File: src/rtl/ddr_owner_ctl.sv
// ddr_owner_ctl: hands the single DDR AXI4 port between the host PCIS DMA
// path and the StreamingWrapper kernel, draining in-flight traffic at each
// handover and holding the kernel in reset for a fixed window.
//
// Ports:
//   clk, pipe_rst_n          core clock, asynchronous active-low reset
//   start_req                OCL request to hand the port to the kernel
//   kern_finished            StreamingWrapper finished flag
//   ddr_aw*/w*/b*/ar*/r*     monitored handshakes on the DDR side of the mux
//   kern_sel                 mux select, 1 routes DDR to the kernel
//   addr_gate                blocks new AW/AR issue on the mux
//   kern_reset               synchronous reset to the StreamingWrapper
//   done_pulse               one-cycle completion strobe to the OCL slave
//   state                    current state encoding
//   wr_outst, rd_outst       outstanding write / read bursts
//   err                      sticky counter underflow / overflow flag
module ddr_owner_ctl #(
    parameter int RST_CYCLES = 32,
    parameter int OUTST_W    = 8
) (
    input  logic               clk,
    input  logic               pipe_rst_n,
    input  logic               start_req,
    input  logic               kern_finished,
    input  logic               ddr_awvalid,
    input  logic               ddr_awready,
    input  logic               ddr_wvalid,
    input  logic               ddr_wready,
    input  logic               ddr_wlast,
    input  logic               ddr_bvalid,
    input  logic               ddr_bready,
    input  logic               ddr_arvalid,
    input  logic               ddr_arready,
    input  logic               ddr_rvalid,
    input  logic               ddr_rready,
    input  logic               ddr_rlast,
    output logic               kern_sel,
    output logic               addr_gate,
    output logic               kern_reset,
    output logic               done_pulse,
    output logic [2:0]         state,
    output logic [OUTST_W-1:0] wr_outst,
    output logic [OUTST_W-1:0] rd_outst,
    output logic               err
);
    typedef enum logic [2:0] {
        HOST    = 3'd0,
        DRAIN_H = 3'd1,
        KRST    = 3'd2,
        KERN    = 3'd3,
        DRAIN_K = 3'd4
    } st_t;

    localparam logic [OUTST_W-1:0] CMAX     = '1;
    localparam logic [OUTST_W-1:0] ONE      = 1;
    localparam logic [OUTST_W:0]   BONE     = 1;
    localparam logic [OUTST_W:0]   BMAX     = {1'b0, {OUTST_W{1'b1}}};
    localparam logic [OUTST_W:0]   BMIN     = {1'b1, {OUTST_W{1'b0}}};
    localparam logic [7:0]         RST_LAST = 8'(RST_CYCLES - 1);

    st_t cur, nxt;
    logic [7:0] rst_cnt;
    logic aw_hs, w_hs, w_last_hs, b_hs, ar_hs, r_last_hs, idle;
    logic [OUTST_W:0]   w_bal, bal_nxt;
    logic [OUTST_W-1:0] wr_nxt, rd_nxt;
    logic cnt_err;
    logic sel_d, gate_d, krst_d, done_d;

    assign aw_hs     = ddr_awvalid && ddr_awready;
    assign w_hs      = ddr_wvalid && ddr_wready;
    assign w_last_hs = w_hs && ddr_wlast;
    assign b_hs      = ddr_bvalid && ddr_bready;
    assign ar_hs     = ddr_arvalid && ddr_arready;
    assign r_last_hs = ddr_rvalid && ddr_rready && ddr_rlast;

    // A handshake in the current cycle is not yet reflected in the counters,
    // so it must also veto idle.
    assign idle = (wr_outst == '0) && (rd_outst == '0) && (w_bal == '0)
                  && !aw_hs && !ar_hs && !w_hs;

    // Saturating up/down counters; simultaneous inc and dec cancel.
    // w_bal is two's complement: W data may legally precede its AW.
    always_comb begin
        wr_nxt  = wr_outst;
        rd_nxt  = rd_outst;
        bal_nxt = w_bal;
        cnt_err = 1'b0;
        if (aw_hs && !b_hs) begin
            if (wr_outst == CMAX) cnt_err = 1'b1;
            else                  wr_nxt  = wr_outst + ONE;
        end else if (b_hs && !aw_hs) begin
            if (wr_outst == '0) cnt_err = 1'b1;
            else                wr_nxt  = wr_outst - ONE;
        end
        if (ar_hs && !r_last_hs) begin
            if (rd_outst == CMAX) cnt_err = 1'b1;
            else                  rd_nxt  = rd_outst + ONE;
        end else if (r_last_hs && !ar_hs) begin
            if (rd_outst == '0) cnt_err = 1'b1;
            else                rd_nxt  = rd_outst - ONE;
        end
        if (aw_hs && !w_last_hs) begin
            if (w_bal == BMAX) cnt_err = 1'b1;
            else               bal_nxt = w_bal + BONE;
        end else if (w_last_hs && !aw_hs) begin
            if (w_bal == BMIN) cnt_err = 1'b1;
            else               bal_nxt = w_bal - BONE;
        end
    end

    always_ff @(posedge clk or negedge pipe_rst_n) begin
        if (!pipe_rst_n) begin
            wr_outst <= '0;
            rd_outst <= '0;
            w_bal    <= '0;
            err      <= 1'b0;
        end else begin
            wr_outst <= wr_nxt;
            rd_outst <= rd_nxt;
            w_bal    <= bal_nxt;
            err      <= err | cnt_err;
        end
    end

    // State register; outputs are registered from the next state so they
    // always describe the state currently held.
    always_ff @(posedge clk or negedge pipe_rst_n) begin
        if (!pipe_rst_n) begin
            cur        <= HOST;
            rst_cnt    <= '0;
            kern_sel   <= 1'b0;
            addr_gate  <= 1'b0;
            kern_reset <= 1'b1;
            done_pulse <= 1'b0;
        end else begin
            cur        <= nxt;
            rst_cnt    <= (cur == KRST) ? rst_cnt + 8'd1 : '0;
            kern_sel   <= sel_d;
            addr_gate  <= gate_d;
            kern_reset <= krst_d;
            done_pulse <= done_d;
        end
    end

    always_comb begin
        nxt = cur;
        case (cur)
            HOST:    nxt = start_req ? DRAIN_H : HOST;
            DRAIN_H: nxt = idle ? KRST : DRAIN_H;
            KRST:    nxt = (rst_cnt == RST_LAST) ? KERN : KRST;
            KERN:    nxt = kern_finished ? DRAIN_K : KERN;
            DRAIN_K: nxt = idle ? HOST : DRAIN_K;
            default: nxt = HOST;
        endcase
    end

    always_comb begin
        sel_d  = (nxt == KRST) || (nxt == KERN) || (nxt == DRAIN_K);
        gate_d = (nxt == DRAIN_H) || (nxt == KRST) || (nxt == DRAIN_K);
        krst_d = (nxt == HOST) || (nxt == DRAIN_H) || (nxt == KRST);
        done_d = (cur == DRAIN_K) && (nxt == HOST);
    end

    assign state = cur;
endmodule

File: config.mk
export PLATFORM = sky130hd
export DESIGN_NAME = ddr_owner_ctl
export DESIGN_NICKNAME = d
export VERILOG_FILES = /design/src/rtl/ddr_owner_ctl.sv
export SDC_FILE = /design/constraint.sdc
export NUM_CORES = 1
export LEC_CHECK = 0
export ABC_AREA = 1
export CAP_MARGIN = 10
export CORE_AREA = 2 2 77 94
export CTS_BUF_LIST = sky130_fd_sc_hd__clkbuf_16
export CTS_CLUSTER_DIAMETER = 150
export DETAILED_ROUTE_END_ITERATION = 7
export DIE_AREA = 0 0 79 96
export PLACE_DENSITY = 0.66
export SLEW_MARGIN = 25
export SYNTH_ARGS = -nofsm -noshare
export SYNTH_HDL_FRONTEND = slang
export SYNTH_SLANG_ARGS = --single-unit
File: constraint.sdc
create_clock -name clk -period 2 [get_ports clk]
set_input_delay 0.5 -clock clk [delete_from_list [all_inputs] [get_ports clk]]
set_output_delay 0.5 -clock clk [all_outputs]
set_load 0.02 [all_outputs]
==> out/summary.txt <==
Status -> finished, final reports clean
Gr usage total -> 0.201
Core Rows -> 33
Dominant cell type by area after synthesis -> dfrtp_1
Post-synthesis cell type count -> 30
Period Utilization, post-route -> 0.961
Final slew viol count -> 0
Die Footprint -> 0.00758 mm²
CTS max path bufs -> 2
Reg clk slew, reported paths -> 0.07 ns
Antenna diode count -> 0
Layout cell share with drive strength beyond 1 -> 0.225
Highest Clock Rate -> 0.521 GHz
Nets -> 524
Top FF cell, synth -> dfrtp_1
Vias -> 2804
Initial DRC Count -> 112
Die Height -> 96 µm
Chip width -> 79 µm
Routability cong. -> 0.877
Largest net degree at the start of global routing -> 25
Final cell count without fillers -> 567
Crit-path cells -> clkdlybuf4s50_1
DR WL/cell -> 12.4 µm
EDFF count, synth -> 0
Clock buffer count from CTS -> 5
Min-delay worst type -> in2async
Post-synth ARST share -> 1.00
CTS Sinks -> 41
Residual DRC count -> 0
Power per cell area -> 1460 mW/mm²
Worst setup SP type -> flop
First-pass GRT wire length -> 12.1 mm
Most frequent cells after synthesis -> 112 x nand2_1, 43 x inv_1, 40 x dfrtp_1, 32 x nor2_1, 26 x ha_1
TritonCTS clock tree -> built
Setup CP Type -> reg2out
Fin Clk Skew -> 0.00774 ns
Initial Util -> 0.437
CP required -> 1.50 ns
Critical path fanouts, max -> 5
Crit path buf inv count -> 1
Synth area leaders -> dfrtp_1 34%, nand2_1 14%, ha_1 11%, inv_1 5.5%, nand3_1 4.1%
PortBufs -> 39
DP HPWL -> 5.15 mm
Synth Register Bits -> 41
Pwr Total -> 0.00620 W
Cells after DPL -> 553
Peak supply drop -> 0.000639 V
Worst slew pin tran -> 0.474 ns
Worst EP arrival -> 1.42 ns
CTS H-tree lvls -> 2
Post-synthesis net count -> 430
Syn Std Cell Area -> 0.00292 mm²
Tmin final -> 1.92 ns
Slew headroom -> 0.684
Endpoints failing setup -> 0
Final wirelength -> 7.05 mm
Yosys warns -> 0
First-pass iteration count of the detailed router -> 4
Clock Root Buffer -> clkbuf_16
Post-synth top area share -> 0.342
Synth Instances -> 385
Sequential cell area fraction in the yosys report -> 0.351
Area of the multi-input gates -> 0.00199 mm²
# IOs -> 40
Layout area overhead -> 45.4%
Worst path max stage delay -> 0.66 ns
Core Area -> 0.00669 mm²
Crit path max-delay family -> buffers and inverters
Vias in the first global route -> 2781
Remaining antenna violation count -> 0
Grt ovf -> 0
Fin. Hold Viols -> 0
Antenna violations before repair -> 0
Syn_area_per_cell -> 7.59 µm²
Sequential cell area -> 0.00103 mm²
Fillers -> 558
Top-count cell post-synth -> nand2_1
Worst skew pair latency -> 0.29 ns
Slowest CP cell -> clkdlybuf4s50_1
Crit end category -> primary output
Pleak -> 2.07 nW
Vias per cell -> 4.95
Max Cap Violations -> 0
RSZ-0062 raised after global routing -> no
CTS Hold Bufs -> 0
## where the power goes
part / leakage, nW / internal [W] / switching, W / total (W)
Clock: 0.0800 / 0.000591 / 0.000345 / 0.000936
Sequential: 0.514 / 0.00111 / 0.000469 / 0.00158
Combinational: 1.47 / 0.00189 / 0.00179 / 0.00369
Total: 2.07 / 0.00359 / 0.00261 / 0.00620
## cell usage in the layout, fill, tap and decap left out, drive strengths merged, types with 10 or more instances in the layout
cell type and n:
nand4 10, nand3 25, clkdlybuf4s50 26, buf 49, inv 48, dfrtp 40, dlygate4sd2 12, a21oi 18
nor2 38, o21ai 19, ha 26, xnor2 12, nand2 114
## cell type report
class	count	area share
clock buffer	5	0.0294
clock inverter	3	0.0109
inverter	47	0.0474
multi-input combinational	296	0.468
sequential	41	0.242
tap	87	0.0256
timing repair buffer	87	0.175
timing repair inverter	1	0.00147
## what timing repair did
item                                   4_1_cts  5_1_grt
endpoints found under the hold margin        0        0
setup buffers                                5        0
setup endpoints to repair                   20        3
pin swaps                                   27        0
gates cloned                                 1        0
gates resized for setup                     57        3
## flip-flops by register name, summed over array words and instances, names as in the netlist
name and flops:
w_bal 9, rd_outst 8, rst_cnt 8, wr_outst 8, state 3, addr_gate 1, done_pulse 1, err 1
kern_reset 1, kern_sel 1
## through the flow
stage	hold WS, ns	TNS [ns]	worst slack (ns)	instance area (µm²)	util
2_1_floorplan	0.204	-0.0601	-0.0601	2950	-
3_3_place_gp	0.448	-9.95	-0.564	3770	0.564
3_5_place_dp	0.453	-10.60	-0.627	3770	0.564
4_1_cts	0.175	0	0.0184	4240	0.634
5_1_grt	0.195	0	0.00147	4250	0.636
6_report	0.163	0	0.0788	4250	0.636
## layer usage
metal | share of wire | GRT usage | up-vias
li1 | - | - | 1447
met5 | 0 | 0 | -
met3 | 0.024 | 0.0310 | 11
met4 | 0.019 | 0.0704 | 0
met2 | 0.52 | 0.379 | 45
met1 | 0.43 | 0.229 | 1301
## worst paths after layout
path,from,endpoint,slack [ns],depth (start not counted)
worst max-delay path,wr_outst[5],wr_outst[5],0.08,1
worst min register to register,rst_cnt[0],rst_cnt[0],0.46,1
min in group clk,rst_cnt[0],rst_cnt[0],0.46,1
worst min-delay path,pipe_rst_n,wr_outst[7],0.16,1
max in group asynchronous,pipe_rst_n,kern_reset,1.28,2
worst max register to register,w_bal[0],w_bal[8],0.43,9
## logic make-up (layout without fill, tap and decap cells)
logic type | after synthesis | in the layout | synth area share
and+or+nand+nor | 196 | 196 | 0.293
AOI/OAI and AO/OA | 51 | 51 | 0.101
buffers and inverters | 48 | 143 | 0.0629
DFF | 41 | 41 | 0.351
adders and majority gates | 29 | 29 | 0.132
xor gates and xnor gates | 20 | 20 | 0.0599
No activity file was read; power rests on OpenSTA's default activity.
